--- src/rtl/ecpri_pkg.sv ---
// Shared constants and state encoding for the eCPRI receive path.
package ecpri_pkg;

    localparam logic [15:0] ECPRI_ETYPE   = 16'hAEFE;
    localparam int unsigned ETH_HDR_LEN   = 14;
    localparam int unsigned ECPRI_HDR_LEN = 4;

    typedef enum logic [2:0] {
        IDLE,
        WRITE,
        DROP,
        NOTIFY,
        WAIT_DONE
    } state_e;

endpackage

--- src/rtl/sat_counter16.sv ---
// 16-bit event counter that sticks at all-ones instead of wrapping.
module sat_counter16 (
    input  logic        clk,
    input  logic        rst_n,
    input  logic        inc_i,
    output logic [15:0] count_o
);

    logic [15:0] count_q;
    logic [15:0] count_d;

    always_comb begin
        count_d = count_q;
        if (inc_i && (count_q != 16'hFFFF)) begin
            count_d = count_q + 16'd1;
        end
    end

    always_ff @(posedge clk or negedge rst_n) begin
        if (!rst_n) begin
            count_q <= 16'd0;
        end else begin
            count_q <= count_d;
        end
    end

    assign count_o = count_q;

endmodule

--- src/rtl/eth_frame_writer.sv ---
// Writes received Ethernet frames into the packet RAM, keeps only eCPRI frames,
// and hands each good frame to ecpri_rx, stalling input until it is released.
module eth_frame_writer
    import ecpri_pkg::*;
#(
    parameter int unsigned DATA_WIDTH  = 8,
    parameter int unsigned ADDR_WIDTH  = 16,
    parameter int unsigned BASE_ADDR   = 0,
    parameter int unsigned MIN_LEN     = ETH_HDR_LEN + ECPRI_HDR_LEN,
    parameter int unsigned MAX_LEN     = 1500,
    parameter logic [15:0] ECPRI_ETYPE = ecpri_pkg::ECPRI_ETYPE
) (
    input  logic                  clk,
    input  logic                  reset,
    input  logic [DATA_WIDTH-1:0] in_data,
    input  logic                  in_valid,
    input  logic                  in_last,
    input  logic                  in_error,
    output logic                  in_ready,
    output logic [ADDR_WIDTH-1:0] ram_addr,
    output logic [DATA_WIDTH-1:0] ram_wdata,
    output logic                  ram_cs,
    output logic                  ram_we,
    output logic                  ram_oe,
    output logic                  recv_pkt,
    output logic [ADDR_WIDTH-1:0] pkt_len,
    input  logic                  rx_done,
    output logic [15:0]           frames_ok,
    output logic [15:0]           frames_dropped
);

    localparam logic [ADDR_WIDTH-1:0] ETYPE_HI_IDX = ADDR_WIDTH'(ETH_HDR_LEN - 2);
    localparam logic [ADDR_WIDTH-1:0] ETYPE_LO_IDX = ADDR_WIDTH'(ETH_HDR_LEN - 1);
    localparam logic [ADDR_WIDTH-1:0] MIN_LEN_W    = ADDR_WIDTH'(MIN_LEN);
    localparam logic [ADDR_WIDTH-1:0] MAX_LEN_W    = ADDR_WIDTH'(MAX_LEN);
    localparam logic [ADDR_WIDTH-1:0] BASE_ADDR_W  = ADDR_WIDTH'(BASE_ADDR);

    state_e                  state_q, state_d;
    logic [ADDR_WIDTH-1:0]   count_q, count_d;
    logic [DATA_WIDTH-1:0]   etype_hi_q, etype_hi_d;
    logic [ADDR_WIDTH-1:0]   ram_addr_q, ram_addr_d;
    logic [DATA_WIDTH-1:0]   ram_wdata_q, ram_wdata_d;
    logic                    ram_we_q, ram_we_d;
    logic                    in_ready_q, in_ready_d;
    logic                    recv_pkt_q, recv_pkt_d;
    logic [ADDR_WIDTH-1:0]   pkt_len_q, pkt_len_d;
    logic                    ok_inc_c;
    logic                    drop_inc_c;

    logic                    accept_c;
    logic [ADDR_WIDTH-1:0]   idx_c;
    logic [ADDR_WIDTH-1:0]   len_c;
    logic                    oversize_c;
    logic                    etype_bad_c;
    logic                    frame_good_c;

    // Byte index is implicitly 0 in IDLE so count_q never needs clearing.
    assign accept_c     = in_valid && in_ready_q;
    assign idx_c        = (state_q == IDLE) ? '0 : count_q;
    assign len_c        = idx_c + ADDR_WIDTH'(1);
    assign oversize_c   = (idx_c >= MAX_LEN_W);
    assign etype_bad_c  = (idx_c == ETYPE_LO_IDX) &&
                          (16'({etype_hi_q, in_data}) != ECPRI_ETYPE);
    assign frame_good_c = !in_error && (len_c >= MIN_LEN_W);

    always_ff @(posedge clk or negedge reset) begin
        if (!reset) begin
            state_q <= IDLE;
        end else begin
            state_q <= state_d;
        end
    end

    always_comb begin
        state_d = state_q;
        unique case (state_q)
            IDLE, WRITE: begin
                if (accept_c) begin
                    if (oversize_c || etype_bad_c) begin
                        state_d = in_last ? IDLE : DROP;
                    end else if (in_last) begin
                        state_d = frame_good_c ? NOTIFY : IDLE;
                    end else begin
                        state_d = WRITE;
                    end
                end
            end
            DROP: begin
                if (accept_c && in_last) begin
                    state_d = IDLE;
                end
            end
            NOTIFY:    state_d = WAIT_DONE;
            WAIT_DONE: begin
                if (rx_done) begin
                    state_d = IDLE;
                end
            end
            default:   state_d = IDLE;
        endcase
    end

    always_comb begin
        count_d     = count_q;
        etype_hi_d  = etype_hi_q;
        ram_addr_d  = ram_addr_q;
        ram_wdata_d = ram_wdata_q;
        ram_we_d    = 1'b0;
        recv_pkt_d  = 1'b0;
        pkt_len_d   = pkt_len_q;
        ok_inc_c    = 1'b0;
        drop_inc_c  = 1'b0;
        in_ready_d  = (state_d == IDLE) || (state_d == WRITE) || (state_d == DROP);
        unique case (state_q)
            IDLE, WRITE: begin
                if (accept_c) begin
                    count_d = len_c;
                    if (idx_c == ETYPE_HI_IDX) begin
                        etype_hi_d = in_data;
                    end
                    if (!oversize_c) begin
                        ram_we_d    = 1'b1;
                        ram_addr_d  = BASE_ADDR_W + idx_c;
                        ram_wdata_d = in_data;
                    end
                    if (state_d == NOTIFY) begin
                        recv_pkt_d = 1'b1;
                        pkt_len_d  = len_c;
                    end
                    // Any frame ending here without NOTIFY was rejected.
                    if (in_last && (state_d == IDLE)) begin
                        drop_inc_c = 1'b1;
                    end
                end
            end
            DROP: begin
                if (accept_c && in_last) begin
                    drop_inc_c = 1'b1;
                end
            end
            NOTIFY:  ok_inc_c = 1'b1;
            default: ;
        endcase
    end

    always_ff @(posedge clk or negedge reset) begin
        if (!reset) begin
            count_q     <= '0;
            etype_hi_q  <= '0;
            ram_addr_q  <= BASE_ADDR_W;
            ram_wdata_q <= '0;
            ram_we_q    <= 1'b0;
            in_ready_q  <= 1'b0;
            recv_pkt_q  <= 1'b0;
            pkt_len_q   <= '0;
        end else begin
            count_q     <= count_d;
            etype_hi_q  <= etype_hi_d;
            ram_addr_q  <= ram_addr_d;
            ram_wdata_q <= ram_wdata_d;
            ram_we_q    <= ram_we_d;
            in_ready_q  <= in_ready_d;
            recv_pkt_q  <= recv_pkt_d;
            pkt_len_q   <= pkt_len_d;
        end
    end

    sat_counter16 u_ok_cnt (
        .clk     (clk),
        .rst_n   (reset),
        .inc_i   (ok_inc_c),
        .count_o (frames_ok)
    );

    sat_counter16 u_drop_cnt (
        .clk     (clk),
        .rst_n   (reset),
        .inc_i   (drop_inc_c),
        .count_o (frames_dropped)
    );

    assign in_ready  = in_ready_q;
    assign ram_addr  = ram_addr_q;
    assign ram_wdata = ram_wdata_q;
    assign ram_we    = ram_we_q;
    assign ram_cs    = ram_we_q;
    assign ram_oe    = 1'b0;
    assign recv_pkt  = recv_pkt_q;
    assign pkt_len   = pkt_len_q;

endmodule

--- config.mk ---
export PLATFORM = sky130hd
export DESIGN_NAME = eth_frame_writer
export DESIGN_NICKNAME = d
export VERILOG_FILES = /design/src/rtl/ecpri_pkg.sv /design/src/rtl/sat_counter16.sv /design/src/rtl/eth_frame_writer.sv
export SDC_FILE = /design/constraint.sdc
export NUM_CORES = 1
export LEC_CHECK = 0
export CAP_MARGIN = 20
export CORE_MARGIN = 10
export CORE_UTILIZATION = 30
export CTS_CLUSTER_DIAMETER = 80
export DETAILED_ROUTE_END_ITERATION = 10
export GPL_TIMING_DRIVEN = 0
export RECOVER_POWER = 100
export SYNTH_ARGS = -nofsm -noshare
export SYNTH_HDL_FRONTEND = slang
export SYNTH_SLANG_ARGS = --single-unit
export TNS_END_PERCENT = 100
--- constraint.sdc ---
create_clock -name clk -period 5.1 [get_ports clk]
set_clock_uncertainty 0.15 [all_clocks]
set_input_delay 1.53 -clock clk [delete_from_list [all_inputs] [get_ports clk]]
set_output_delay 1.53 -clock clk [all_outputs]
set_load 0.01 [all_outputs]
==> summary.md <==
| Metric | Value |
|---|---|
| Inserted Diodes | `0` |
| Synth cell count leaders | `dfrtp_1 (102), nand2_1 (67), o21ai_0 (37)` |
| Most frequent cell after synthesis | `dfrtp_1` |
| Syn_area_per_cell | `roughly 11 um^2` |
| Post-synth EDFFs | `0` |
| CTS clock-pin slew for the worst setup and hold paths | `70 ps` |
| Final cell count without fillers | `around 800` |
| # nets final | `592` |
| Place WS | `627.3 ps` |
| HP Start | `pkt_len[2]` |
| IO Count | `91` |
| GRT Total Usage | `roughly an eighth` |
| Share of cells above drive strength 1 | `between 10 and 15%` |
| CTS Sinks | `102` |
| Critical path buffers and inverters | `4` |
| DP HPWL | `slightly below 10 mm` |
| H-tree Lvls | `3` |
| Power, Total | `1845 uW` |
| Max FO, Critical Path | `10` |
| # hold bufs at CTS | `0` |
| DRT antenna net count | `0` |
| Number of synthesized register bits | `roughly 100` |
| Pleak | `between 0.002 and 0.003 uW` |
| GR Overflow Total | `0` |
| Slowest cell delay on critical path | `510 ps` |
| CP Launch Type | `register` |
| Postcts setup bufs | `0` |
| Distinct cells, synth | `63` |
| CTS tree | `yes` |
| Final Max Tran Viols | `54` |
| RR Endpoint | `u_drop_cnt.count_o[10]` |
| Number of port buffers | `between 80 and 90` |
| Placed cell areas | `just over 0.006 mm^2` |
| Initial DRC Count | `312` |
| Dominant cells by area after synthesis | `dfrtp_1 (51%), nand2_1 (5.0%), mux2_2 (5.0%)` |
| CP Capture Type | `register` |
| RSZ-0062 raised after global routing | `no` |
| Inst Count DP | `roughly 800` |
| Reg2reg start | `state_q[1]` |
| CP cell instances | `or3_1 > buf_4 > nand2_1 > inv_1 > ha_1 > buf_6 > or4_1 > a21oi_1 > a211oi_1 > o31ai_1 > a31oi_1 > o21a_1 > buf_12 > nor4b_1 > xor2_1` |
| Post-synthesis sequential area ratio | `between 50% and 60%` |
| Die width | `approximately 150 um` |
| Area leader, netlist | `dfrtp_1` |
| Critical path class | `register to register` |
| Status | `finished with violations` |
| Slew Limit Headroom | `-100.2%` |
| Crit path time final | `4452 ps` |
| Initial Util | `a little under a third` |
| Cts bufs inserted | `9` |
| Worst VDD drop | `between 150 and 200 uV` |
| Via count | `around 3900` |
| Die area | `around 0.022 mm^2` |
| Drt pass-1 iters | `4` |
| PostCTS Resize Cnt | `0` |
| Fill count | `1660` |
| Initial antenna violation count | `0` |
| Fmax | `224.6 MHz` |
| Final hold viol count | `0` |
| Post-route DRC violation count | `0` |
| Cell family with most CP delay | `simple AND/OR/NAND/NOR gates` |
| DR WL/cell | `approximately 16 um` |
| Mapped Area | `approximately 0.0050 mm^2` |
| R2R Setup Slk | `650 ps` |
| First-pass GRT wire length | `21.67 mm` |
| Crit-path slowest cell | `or3_1` |
| Total Wirelength | `13.15 mm` |
| Share of the synthesized area in the top cell type | `between 50% and 60%` |
| PwrDens | `288.0 mW/mm^2` |
| Via count of the first global-routing pass | `3998` |
| Worst-Margin Slew | `roughly 3000 ps` |
| Syn_nets | `489` |
| Post-synth ARST share | `100.0%` |
| Cell Rows | `47` |
| Violated checks | `capacitance limit, slew limit` |
| Hold WC Path Type | `register to register` |
| CTS Root Cell | `clkbuf_16` |
| Synthesis-to-layout area growth | `28.46%` |
| RD Place Congestion | `0.8992` |
| Post-route clock period utilization | `between 80% and 90%` |
| R2R cell count | `15` |
| # setup viols final | `0` |
| Die H | `roughly 150 um` |
| Pin count of the biggest net entering global routing | `between 50 and 60` |
| Final instance area | `about 0.0064 mm^2` |
| Synth Warn # | `0` |
| WP data required | `roughly 5200 ps` |
| Worst EP arrival | `4590 ps` |
| Via/cell ratio | `between 4 and 5` |
| Predominant post-synthesis flop cell | `dfrtp_1` |
| Max Cap Viol | `1` |
| Clk buf depth | `2` |
| Clk_lat worst skew | `360 ps` |
| Setup ws final | `648.4 ps` |
| Syn Inst Count | `470` |
| Area of the core | `0.01647 mm^2` |
| Hold path endpoint | `pkt_len[2]` |
| Hold depth | `2` |
state kept, by name (all words and copies together) (netlist names), 3 cells and up:
register            cells
count_q                16
etype_hi_q              8
pkt_len                16
ram_addr               16
ram_wdata               8
state_q                 3
u_drop_cnt.count_o     16
u_ok_cnt.count_o       16
per-stage QoR:
stage	utilization, %	hold WS (ps)	TNS (ps)
after floorplan	-	321.4	0
after global placement	37.36	314.9	-159520
after detailed placement	37.56	319.9	0
after CTS	39.42	336.0	0
after global routing	38.90	343.6	0
final	38.90	321.1	0
cell usage in the layout, fill, tap and decap left out, types with 9 or more instances in the layout:
master	instances
clkdlybuf4s50_1	10
xnor2_1	18
nor2_1	14
inv_1	9
nand2_1	67
nor3_1	10
nand3_1	26
o31ai_1	10
buf_4	9
nand4_1	13
nor4_1	11
and2_1	9
mux2_2	22
dlygate4sd3_1	78
xor2_1	22
o21ai_0	38
dfrtp_1	102
clkbuf_1	17
clkbuf_16	9
worst max-delay path by stage:
stage / startpoint / end / cells past startpoint
detailed placement: in_data[0] / pkt_len[6] / 10
CTS: state_q[1] / state_q[1] / 14
finish: state_q[1] / u_drop_cnt.count_o[10] / 15
global route: state_q[1] / u_drop_cnt.count_o[14] / 15
global placement: reset / u_ok_cnt.count_o[7] / 1
floorplan: state_q[1] / u_drop_cnt.count_o[12] / 14
cells by family (layout without fill, tap and decap cells):
kind of cell | after synthesis | after routing | synth area share [%]
XOR/XNOR | 40 | 40 | 7.026
AO/OA/AOI/OAI | 75 | 75 | 10.14
AND/OR/NAND/NOR | 186 | 186 | 20.93
other | 1 | 1 | 0.07521
buffers and inverters | 37 | 145 | 4.015
multiplexers | 24 | 24 | 5.370
adder cells (fa/ha/maj) | 5 | 5 | 1.255
flip-flops | 102 | 102 | 51.19
power breakdown:
group / internal (uW) / total (uW) / switching [uW]
combinational: 107 / 237 / 131
clock: 387 / 717 / 331
sequential: 847 / 890 / 43.3
cell type report:
class | count | area [um^2] | share of cell area, %
buffer | 28 | 166.4 | 2.598
tap | 220 | 275.3 | 4.298
multi-input combinational | 331 | 2151 | 33.58
sequential | 102 | 2552 | 39.85
clock inverter | 7 | 81.33 | 1.270
inverter | 9 | 33.78 | 0.5274
timing repair buffer | 92 | 919.6 | 14.36
clock buffer | 9 | 225.2 | 3.516
routing by layer:
layer  vias up  track usage, %  share of wire [%]
met2        89           19.62                 48
met3        11           2.913                5.7
li1       1876               -                  -
met4         0           4.465                1.4
met5         -               0                  0
met1      1888           15.51                 45
worst reg2reg max path: cells and delay by family, from the launching register on:
| family | cells | cell delay [ps] |
|---|---|---|
| simple gates | 4 | 1530 |
| xor+xnor | 1 | 170 |
| buf+inv | 4 | 660 |
| compound gates | 5 | 1220 |
| flops | 1 | 440 |
| fa+ha+maj | 1 | 210 |
Note: power is estimated with default switching activity, not from simulation.
